### config.mk
export PLATFORM = sky130hd
export DESIGN_NAME = pingpong_pe_feeder
export DESIGN_NICKNAME = d
export VERILOG_FILES = /design/src/rtl/pingpong_pe_feeder.sv
export SDC_FILE = /design/constraint.sdc
export NUM_CORES = 1
export LEC_CHECK = 0
export BUFFER_PORTS_ARGS = -buffer_cell sky130_fd_sc_hd__buf_4
export CORE_ASPECT_RATIO = 0.8
export CORE_MARGIN = 5
export CORE_UTILIZATION = 61
export DETAILED_ROUTE_END_ITERATION = 6
export PLACE_DENSITY = 0.79
export SLEW_MARGIN = 20
export SYNTH_ARGS = -nofsm -noshare
export SYNTH_HDL_FRONTEND = slang
export SYNTH_SLANG_ARGS = --single-unit
### constraint.sdc
create_clock -name clk -period 4.3 [get_ports clk]
set_input_delay 0.215 -clock clk [delete_from_list [all_inputs] [get_ports clk]]
set_output_delay 0.215 -clock clk [all_outputs]
set_load 0.05 [all_outputs]
### src/rtl/pingpong_pe_feeder.sv
// rtl/pingpong_pe_feeder.sv - ping-pong byte buffer feeding LANES-wide beats to the PE array
module pingpong_pe_feeder #(
    parameter int DATA_W = 8,
    parameter int DEPTH  = 16,
    parameter int LANES  = 4,
    parameter int PE_DIV = 2
) (
    input  logic                      clk,
    input  logic                      rst_n,
    input  logic                      en,
    input  logic [DATA_W-1:0]         i_data_din,
    input  logic                      i_data_din_vld,
    output logic                      o_wr_ready,
    input  logic                      i_switch_pingpong,
    output logic [LANES*DATA_W-1:0]   o_data_dout,
    output logic                      o_data_dout_vld,
    input  logic                      i_dout_ready,
    output logic                      o_pe_tick,
    output logic                      o_wr_bank,
    output logic                      o_rd_busy,
    output logic                      o_overflow
);

    localparam int CW = $clog2(DEPTH + 1);
    localparam int AW = (DEPTH > 1) ? $clog2(DEPTH) : 1;
    localparam int NB = DEPTH / LANES;
    localparam int BW = (NB > 1) ? $clog2(NB) : 1;
    localparam int TW = (PE_DIV > 1) ? $clog2(PE_DIV) : 1;

    typedef enum logic {
        IDLE   = 1'b0,
        STREAM = 1'b1
    } state_t;

    logic [DATA_W-1:0]       mem [2][DEPTH];
    logic [CW-1:0]           wr_cnt;
    logic [CW-1:0]           rd_len;
    logic [CW-1:0]           sel_len;
    logic [CW-1:0]           len_at_switch;
    logic [CW:0]             sel_base;
    logic [CW:0]             widx;
    logic                    sel_bank;
    logic [BW-1:0]           beat_idx;
    logic [BW-1:0]           beat_idx_nxt;
    logic [TW-1:0]           tick_cnt;
    logic                    sw_pend;
    logic                    wr_bank;
    logic                    overflow;
    state_t                  state;
    state_t                  state_nxt;
    logic [LANES*DATA_W-1:0] dout_q;
    logic [LANES*DATA_W-1:0] dout_nxt;
    logic [LANES*DATA_W-1:0] beat_data;
    logic                    vld_q;
    logic                    vld_nxt;
    logic                    wr_en;
    logic                    sw_accept;
    logic                    xfer;
    logic                    last_beat;

    assign o_wr_ready    = en && (wr_cnt < CW'(DEPTH));
    assign wr_en         = i_data_din_vld && o_wr_ready;
    assign o_pe_tick     = en && (tick_cnt == TW'(PE_DIV - 1));
    assign sw_accept     = (sw_pend || i_switch_pingpong) && en && (state == IDLE);
    assign xfer          = vld_q && i_dout_ready && o_pe_tick;
    assign len_at_switch = wr_cnt + CW'(wr_en);
    assign last_beat     = ((int'(beat_idx) + 1) * LANES) >= int'(rd_len);

    assign o_data_dout     = dout_q;
    assign o_data_dout_vld = vld_q;
    assign o_rd_busy       = (state == STREAM);
    assign o_wr_bank       = wr_bank;
    assign o_overflow      = overflow;

    always_ff @(posedge clk) begin
        if (wr_en) begin
            mem[wr_bank][wr_cnt[AW-1:0]] <= i_data_din;
        end
    end

    // In IDLE the beat source is the bank about to be handed over, so beat 0
    // can be loaded on the accept edge itself.
    always_comb begin
        if (state == IDLE) begin
            sel_bank = wr_bank;
            sel_base = '0;
            sel_len  = len_at_switch;
        end else begin
            sel_bank = ~wr_bank;
            sel_base = (CW+1)'((int'(beat_idx) + 1) * LANES);
            sel_len  = rd_len;
        end
    end

    // A word written on the accept cycle is not in mem yet; forward it.
    always_comb begin
        beat_data = '0;
        widx      = '0;
        for (int l = 0; l < LANES; l++) begin
            widx = sel_base + (CW+1)'(l);
            if (widx < {1'b0, sel_len}) begin
                if (wr_en && (sel_bank == wr_bank) && (widx == {1'b0, wr_cnt})) begin
                    beat_data[l*DATA_W +: DATA_W] = i_data_din;
                end else begin
                    beat_data[l*DATA_W +: DATA_W] = mem[sel_bank][widx[AW-1:0]];
                end
            end
        end
    end

    always_comb begin
        state_nxt    = state;
        beat_idx_nxt = beat_idx;
        dout_nxt     = dout_q;
        vld_nxt      = vld_q;
        case (state)
            IDLE: begin
                if (sw_accept && (sel_len != '0)) begin
                    state_nxt    = STREAM;
                    beat_idx_nxt = '0;
                    dout_nxt     = beat_data;
                    vld_nxt      = 1'b1;
                end
            end
            STREAM: begin
                if (xfer) begin
                    if (last_beat) begin
                        state_nxt    = IDLE;
                        beat_idx_nxt = '0;
                        dout_nxt     = '0;
                        vld_nxt      = 1'b0;
                    end else begin
                        beat_idx_nxt = beat_idx + 1'b1;
                        dout_nxt     = beat_data;
                    end
                end
            end
            default: state_nxt = IDLE;
        endcase
    end

    always_ff @(posedge clk or negedge rst_n) begin
        if (!rst_n) begin
            state    <= IDLE;
            beat_idx <= '0;
            dout_q   <= '0;
            vld_q    <= 1'b0;
        end else begin
            state    <= state_nxt;
            beat_idx <= beat_idx_nxt;
            dout_q   <= dout_nxt;
            vld_q    <= vld_nxt;
        end
    end

    always_ff @(posedge clk or negedge rst_n) begin
        if (!rst_n) begin
            wr_cnt   <= '0;
            rd_len   <= '0;
            tick_cnt <= '0;
            sw_pend  <= 1'b0;
            wr_bank  <= 1'b0;
            overflow <= 1'b0;
        end else begin
            if (en) begin
                tick_cnt <= (tick_cnt == TW'(PE_DIV - 1)) ? '0 : tick_cnt + 1'b1;
            end
            if (sw_accept) begin
                wr_bank <= ~wr_bank;
                rd_len  <= len_at_switch;
                wr_cnt  <= '0;
                sw_pend <= 1'b0;
            end else begin
                if (wr_en) begin
                    wr_cnt <= wr_cnt + 1'b1;
                end
                if (i_switch_pingpong) begin
                    sw_pend <= 1'b1;
                end
            end
            if (i_data_din_vld && en && (wr_cnt == CW'(DEPTH))) begin
                overflow <= 1'b1;
            end
        end
    end

endmodule

-- After elaboration in Yosys (flattened, before gate mapping)
Memory sizes are Yosys's and may differ from the RTL's.
Index checks and enable logic that the tools add are counted.
- bits in registers: 50
- bits in latches: 0
- bits in writable memories: 256
- ROM bits: 0
- input bits: 14
- output and inout port bits: 38
- word-level logic and storage cells: 117
- memories: 1
- memories (memory ; depth ; width ; rd ports ; clocked after Yosys merged registers in ; wr ports ; RTL line ; text):
    mem ; 2 ; 128 ; 1 ; 0 ; 1 ; 35 ; logic [DATA_W-1:0] mem [2][DEPTH];
- $add $sub $neg: 8
- $mul: 0
- div/mod/pow operators: 0
- magnitude comparators: 12
- eq/ne operators: 9
- shift-type cells: 0
- mux-type cells: 48
- bitwise logic cells: 7
- reductions and logical operators: 22
- operators by type and width (operator ; count):
    two-way mux 8 bit ; 17
    binary-select mux 8 bit (select 4 bit) ; 4
    two-way mux 128 bit ; 1
    two-way mux 32 bit ; 3
    case mux 32 bit (2 select lines) ; 1
    demux 8 bit (select 4 bit) ; 1
    greater-or-equal comparator 32 x 6 -> 1 bit ; 1
    greater-or-equal comparator 5 bit, second input constant ; 5
    inverter 4 -> 5 bit ; 5
    equality test 6 x 5 -> 1 bit ; 4
    less-than comparator 6 x 5 -> 1 bit ; 4
    two-way mux 5 bit ; 4
    logical AND 1 bit ; 16
    adder 6 x 2 -> 6 bit, second input constant ; 2
    two-way mux 1 bit ; 11
    adder 6 x 1 -> 6 bit, second input constant ; 1
    two-way mux 2 bit ; 3
    inequality test 2 x 1 -> 1 bit, second input constant ; 3
    adder 5 x 1 -> 5 bit ; 1
    adder 5 x 1 -> 5 bit, second input constant ; 1
    equality test 5 bit, second input constant ; 1
    less-than comparator 5 x 1 -> 1 bit, second input constant ; 1
    less-than comparator 5 bit, second input constant ; 1
    nonzero test 5 bit ; 1
    other kinds (11) ; 14

-- Depth between registers and ports, before layout
- depth in word-level cells: 12
- mapped depth: 15
- gate-level depth less buffers: 12

-- Least setup slack after synthesis
OpenSTA, ideal clock, no wires.
- path kind: register to register
- start: register wr_cnt[4]
- end: register dout_q[23], in the netlist o_data_dout[23]
- library setup time: 0.092 ns
- arrival: 3.040 ns
- data required time: 4.208 ns
- slack: 1.168 ns
- stages on the path, launching flop included: 14
- buffers on the path: 3
- clock period less this slack: 3.132 ns
- path through: dfrtp_1 -> buf_2 -> and3b_1 -> buf_2 -> ha_1 -> and4_1 -> o21ai_1 -> o21ai_0 -> ha_1 -> a31o_1 -> a211o_1 -> or3_1 -> buf_2 -> o31ai_2
- cells in the longest elaborated chain, start to end: 10
- elaborated cells on any way between the ends: 19
- those cells by class: add/sub: 1; order compare: 2; eq/ne: 2; mux: 7; reduce/logical: 7
- ends and longest elaborated chain (item ; RTL line ; text):
    start: declaration ; 36 ; logic [CW-1:0] wr_cnt;
    start signal: assignment ; 175 ; wr_cnt <= wr_cnt + 1'b1;
    less-than comparator 5 bit ; 61 ; assign o_wr_ready = en && (wr_cnt < CW'(DEPTH));
    logical AND 1 bit ; 61 ;
    logical AND 1 bit ; 62 ; assign wr_en = i_data_din_vld && o_wr_ready;
    adder 5 x 1 -> 5 bit or logical AND 1 bit (tied branches) ; 66, 102 ;
    two-way mux 5 bit or logical AND 1 bit (tied branches) ; 84, 102 ;
    less-than comparator 6 x 5 -> 1 bit or two-way mux 8 bit (tied branches) ; 101, 102 ;
    two-way mux 8 bit ; 101 ; if (widx < {1'b0, sel_len}) begin
    two-way mux 32 bit ; 127 ; if (last_beat) begin
    two-way mux 32 bit ; 126 ; if (xfer) begin
    case mux 32 bit (2 select lines) ; 116 ; case (state)
    end signal: assignment ; 151 ; dout_q <= dout_nxt;
    end: declaration ; 51 ; logic [LANES*DATA_W-1:0] dout_q;
Parallel ways exist; a longest one is shown, timed or not. The select of a mux whose other input is x is not followed.
A chain may end at the register's enable or synchronous reset.

-- Final worst setup path
Same ends and word-level chain as after synthesis.

==> flow_summary_export.csv <==
group,metric,value,unit
setup_path,crit_chain,"and3b_1 -> ha_1 -> ha_1 -> a31oi_1 -> o21ai_1 -> o21ai_0 -> ha_1 -> nand3_1 -> a31o_2 -> a21oi_1 -> or3_1 -> o31ai_2",
sta,hold_viol,0,
cts,cts_resized,0,
synthesis,syn_nets,889,
setup_path,worstPathArrival,4.18,ns
synthesis,synthAdderAreaFrac,1.28,%
floorplan,core_area,20600,sq um
setup_path,reg2reg_depth,12,
synthesis,muxShareOfSynthArea,7.56,%
cells_and_area,nets,936,
synthesis,synth_compound_area_share,10.6,%
synthesis,yosysWarnings,0,
power,vdd_drop_max,1170,uV
route,avgViaCountPerCell,6.44,
sta,relSlewSlack,37.1,%
grt,grt.overflow.total,0,
sta,worstMarginPinSlew,0.944,ns
place,hpwl,17700,um
synthesis,synthesis.area,12700,sq um
place,portBuffers,51,
setup_path,cp_top_family,"simple AND/OR/NAND/NOR gates",
synthesis,synthSimpleGateAreaFrac,7.30,%
synthesis,ys_async_sr_fraction,16.3,%
setup_path,setup.worst_path.start,"wr_cnt[4]",
synthesis,synth_seq_cells,306,
sta,slew_viol_final,0,
setup_path,cp.depth,12,
cts,cts_tree,"built",
route,vias,7722,
route,drtPass1Iterations,7,
place,placedCellCount,1144,
cts,clk_pin_slew_worst_paths,0.07,ns
power,pwr_density_cell,757,nW/um^2
sta,period_share,86.9,%
sta,rsz0062_at_grt,"no",
setup_path,setup.worst_path.end_class,"flip-flop",
place,place_congestion,0.910,
status,status,"completed",
power,power,10.8,mW
grt,grt_pass1_wl,44200,um
run,maxCapViolCount,0,
synthesis,syn_inst,862,
setup_path,endpoint,"o_data_dout[23]",
setup_path,critPathBufInv,0,
cells_and_area,synthToLayoutAreaGrowth,11.8,%
cts,cts_setup_buffers,0,
floorplan,start_util,61.8,%
synthesis,synth_area_per_cell,14.8,sq um
route,drt_iter0_drc,939,
setup_path,r2r-start,"wr_cnt[4]",
cts,cts-buffers-inserted,29,
setup_path,regToRegEndpoint,"o_data_dout[23]",
floorplan,die_y,139,um
cts,clk_latency,0.53,ns
floorplan,rows,47,
setup_path,r2r_slack,0.56,ns
cells_and_area,drive_gt1_share,15.1,%
route,wl_per_cell,24.0,um
route,wl,28800,um
floorplan,die_area,23800,sq um
cells_and_area,fin_cells,1200,
setup_path,crit_path_start_kind,"flip-flop",
grt,grt_usage,24.1,%
power,static-leakage-power,5.10,nW
floorplan,ios,52,
setup_path,critPathKind,"reg -> reg",
grt,antenna_found_initial,0,
cts,postCtsHoldBufs,3,
cells_and_area,utilization,69.1,%
route,drc,0,
synthesis,synthXorXnorAreaFrac,0.551,%
cts,clk_path_buf_depth,3,
floorplan,die_x,171,um
sta,setup_viol_count_final,0,
sta,finClkSkew,0.00882,ns
synthesis,synth-edff-count,256,
hold_path,hp-class,"in -> reg",
setup_path,slowest_delay,0.49,ns
synthesis,ys_seq_area_share,70.3,%
route,ant_nets,0,
cts,h-tree-depth,1,
cells_and_area,diodes,0,
grt,grt_pass1_vias,7542,
cts,cts.sinks,306,
cts,cts_root_buf,"clkbuf_16",
sta,fin_crit,3.74,ns
sta,max_clock_freq,0.268,GHz
setup_path,cp.required,4.74,ns
grt,grt_max_degree,58,
synthesis,synth_top_family_by_area,"compound AO/OA/AOI/OAI gates",
setup_path,crit_path_top_delay_cell,"or3_1",
synthesis,synth_ff_type,"edfxtp_1",
synthesis,yosysUniqueCellTypes,58,
sta,tns,0,ns
setup_path,worstPathMaxFanout,10,
setup_path,cpMostUsedCell,"ha_1",
[tightest hold or removal path: cells and delay by family]
kind / cells / cell delay (ns)
and+or+nand+nor: 1 / 0.19
AOI/OAI and AO/OA: 1 / 0.11
buffers and inverters: 1 / 0.09
[per-layer routing]
layer,GRT usage (%),up-vias,wire [um],share of wire (%)
met1,38.0,3852,12500,43
met4,5.17,0,620,2.2
met5,0,-,0,0
li1,-,3408,-,-
met2,35.5,415,12900,45
met3,4.50,47,2760,9.6
[cell usage in the layout, fill, tap and decap left out, drive strengths merged, types with 5 or more instances in the layout]
master | synthesis | final
a211oi | 5 | 5
a21oi | 26 | 26
a221o | 14 | 14
a22o | 8 | 8
a31oi | 11 | 11
a32o | 14 | 14
buf | 31 | 62
clkbuf | 18 | 37
clkinv | 0 | 13
dfrtp | 50 | 50
edfxtp | 256 | 256
ha | 13 | 13
inv | 10 | 10
mux2i | 69 | 69
mux4 | 10 | 10
nand2 | 106 | 106
nand3 | 7 | 7
nor2 | 57 | 57
nor3 | 5 | 5
o21ai | 53 | 53
o22a | 15 | 15
o22ai | 9 | 9
o31a | 15 | 15
o31ai | 5 | 5
xor2 | 6 | 6
[registers in the layout (all words and copies together) (netlist names)]
signal           count
mem                256
o_data_dout         32
rd_len               5
wr_cnt               5
beat_idx             2
o_data_dout_vld      1
o_overflow           1
o_rd_busy            1
o_wr_bank            1
sw_pend              1
tick_cnt             1
[report_power, final]
| group | switching, mW | internal [mW] | total [mW] |
|---|---|---|---|
| Combinational | 2.91 | 1.73 | 4.64 |
| Sequential | 0.243 | 3.48 | 3.72 |
| Clock | 1.06 | 1.34 | 2.40 |
| Total | 4.21 | 6.55 | 10.8 |
[Yosys cell counts (3+ instances only)]
cell | instances | share of area (%)
a211oi_1 | 5 | 0.30
a21o_1 | 3 | 0.18
a21oi_1 | 26 | 1.0
a221o_1 | 14 | 1.1
a22o_1 | 8 | 0.55
a31oi_1 | 11 | 0.54
a32o_1 | 14 | 1.1
and4_1 | 3 | 0.21
buf_2 | 19 | 0.75
buf_4 | 3 | 0.18
buf_6 | 7 | 0.62
clkbuf_1 | 18 | 0.53
dfrtp_1 | 50 | 9.8
edfxtp_1 | 256 | 60
ha_1 | 13 | 1.3
inv_1 | 9 | 0.27
mux2_2 | 4 | 0.35
mux2i_1 | 69 | 5.4
mux4_2 | 10 | 1.8
nand2_1 | 106 | 3.1
nand3_1 | 7 | 0.28
nand3b_1 | 3 | 0.18
nor2_1 | 56 | 1.7
nor2b_1 | 4 | 0.20
nor3_2 | 3 | 0.24
o21ai_0 | 36 | 1.4
o21ai_1 | 17 | 0.67
o22a_1 | 15 | 1.0
o22ai_1 | 9 | 0.44
o31a_1 | 15 | 1.0
o31ai_1 | 3 | 0.18
or3_1 | 4 | 0.20
or3b_2 | 4 | 0.28
xor2_1 | 6 | 0.41
[cell type report]
cell class              count  area [sq um]
flip-flops and latches    306          8940
fillers                  1373          6360
multi-input cells         497          3510
clock buffers              37           786
repair buffers             65           508
well taps                 269           337
clock inverters            16           103
inverters                  10          37.5
[how the worst min path moves through the flow]
| stage | from | end | cells after the start |
|---|---|---|---|
| 3_5_place_dp | rst_n | o_data_dout[18] | 1 |
| 5_1_grt | i_data_din_vld | o_overflow | 3 |
| 3_3_place_gp | rst_n | o_data_dout[18] | 1 |
| 6_report | i_data_din_vld | o_overflow | 3 |
| 2_1_floorplan | rst_n | beat_idx[0] | 0 |
| 4_1_cts | i_data_din_vld | o_overflow | 3 |
[cells by family (layout without fill, tap and decap cells)]
kind of cell             count (synthesis)  after routing
buffers and inverters                   59            128
AND/OR/NAND/NOR                        205            205
adder cells (fa/ha/maj)                 13             13
multiplexers                            83             83
AO/OA/AOI/OAI                          188            188
XOR/XNOR                                 8              8
flip-flops                             306            306
[through the flow]
stage / setup WS [ns] / instance area, sq um / hold WS [ns]
2_1_floorplan: 1.17 / 12700 / -0.0806
3_3_place_gp: 0.810 / 13300 / 0.288
3_5_place_dp: 0.694 / 13300 / 0.298
4_1_cts: 0.648 / 14200 / 0.0971
5_1_grt: 0.388 / 14200 / 0.111
6_report: 0.565 / 14200 / 0.112
Power figures use the tool's default switching activity.
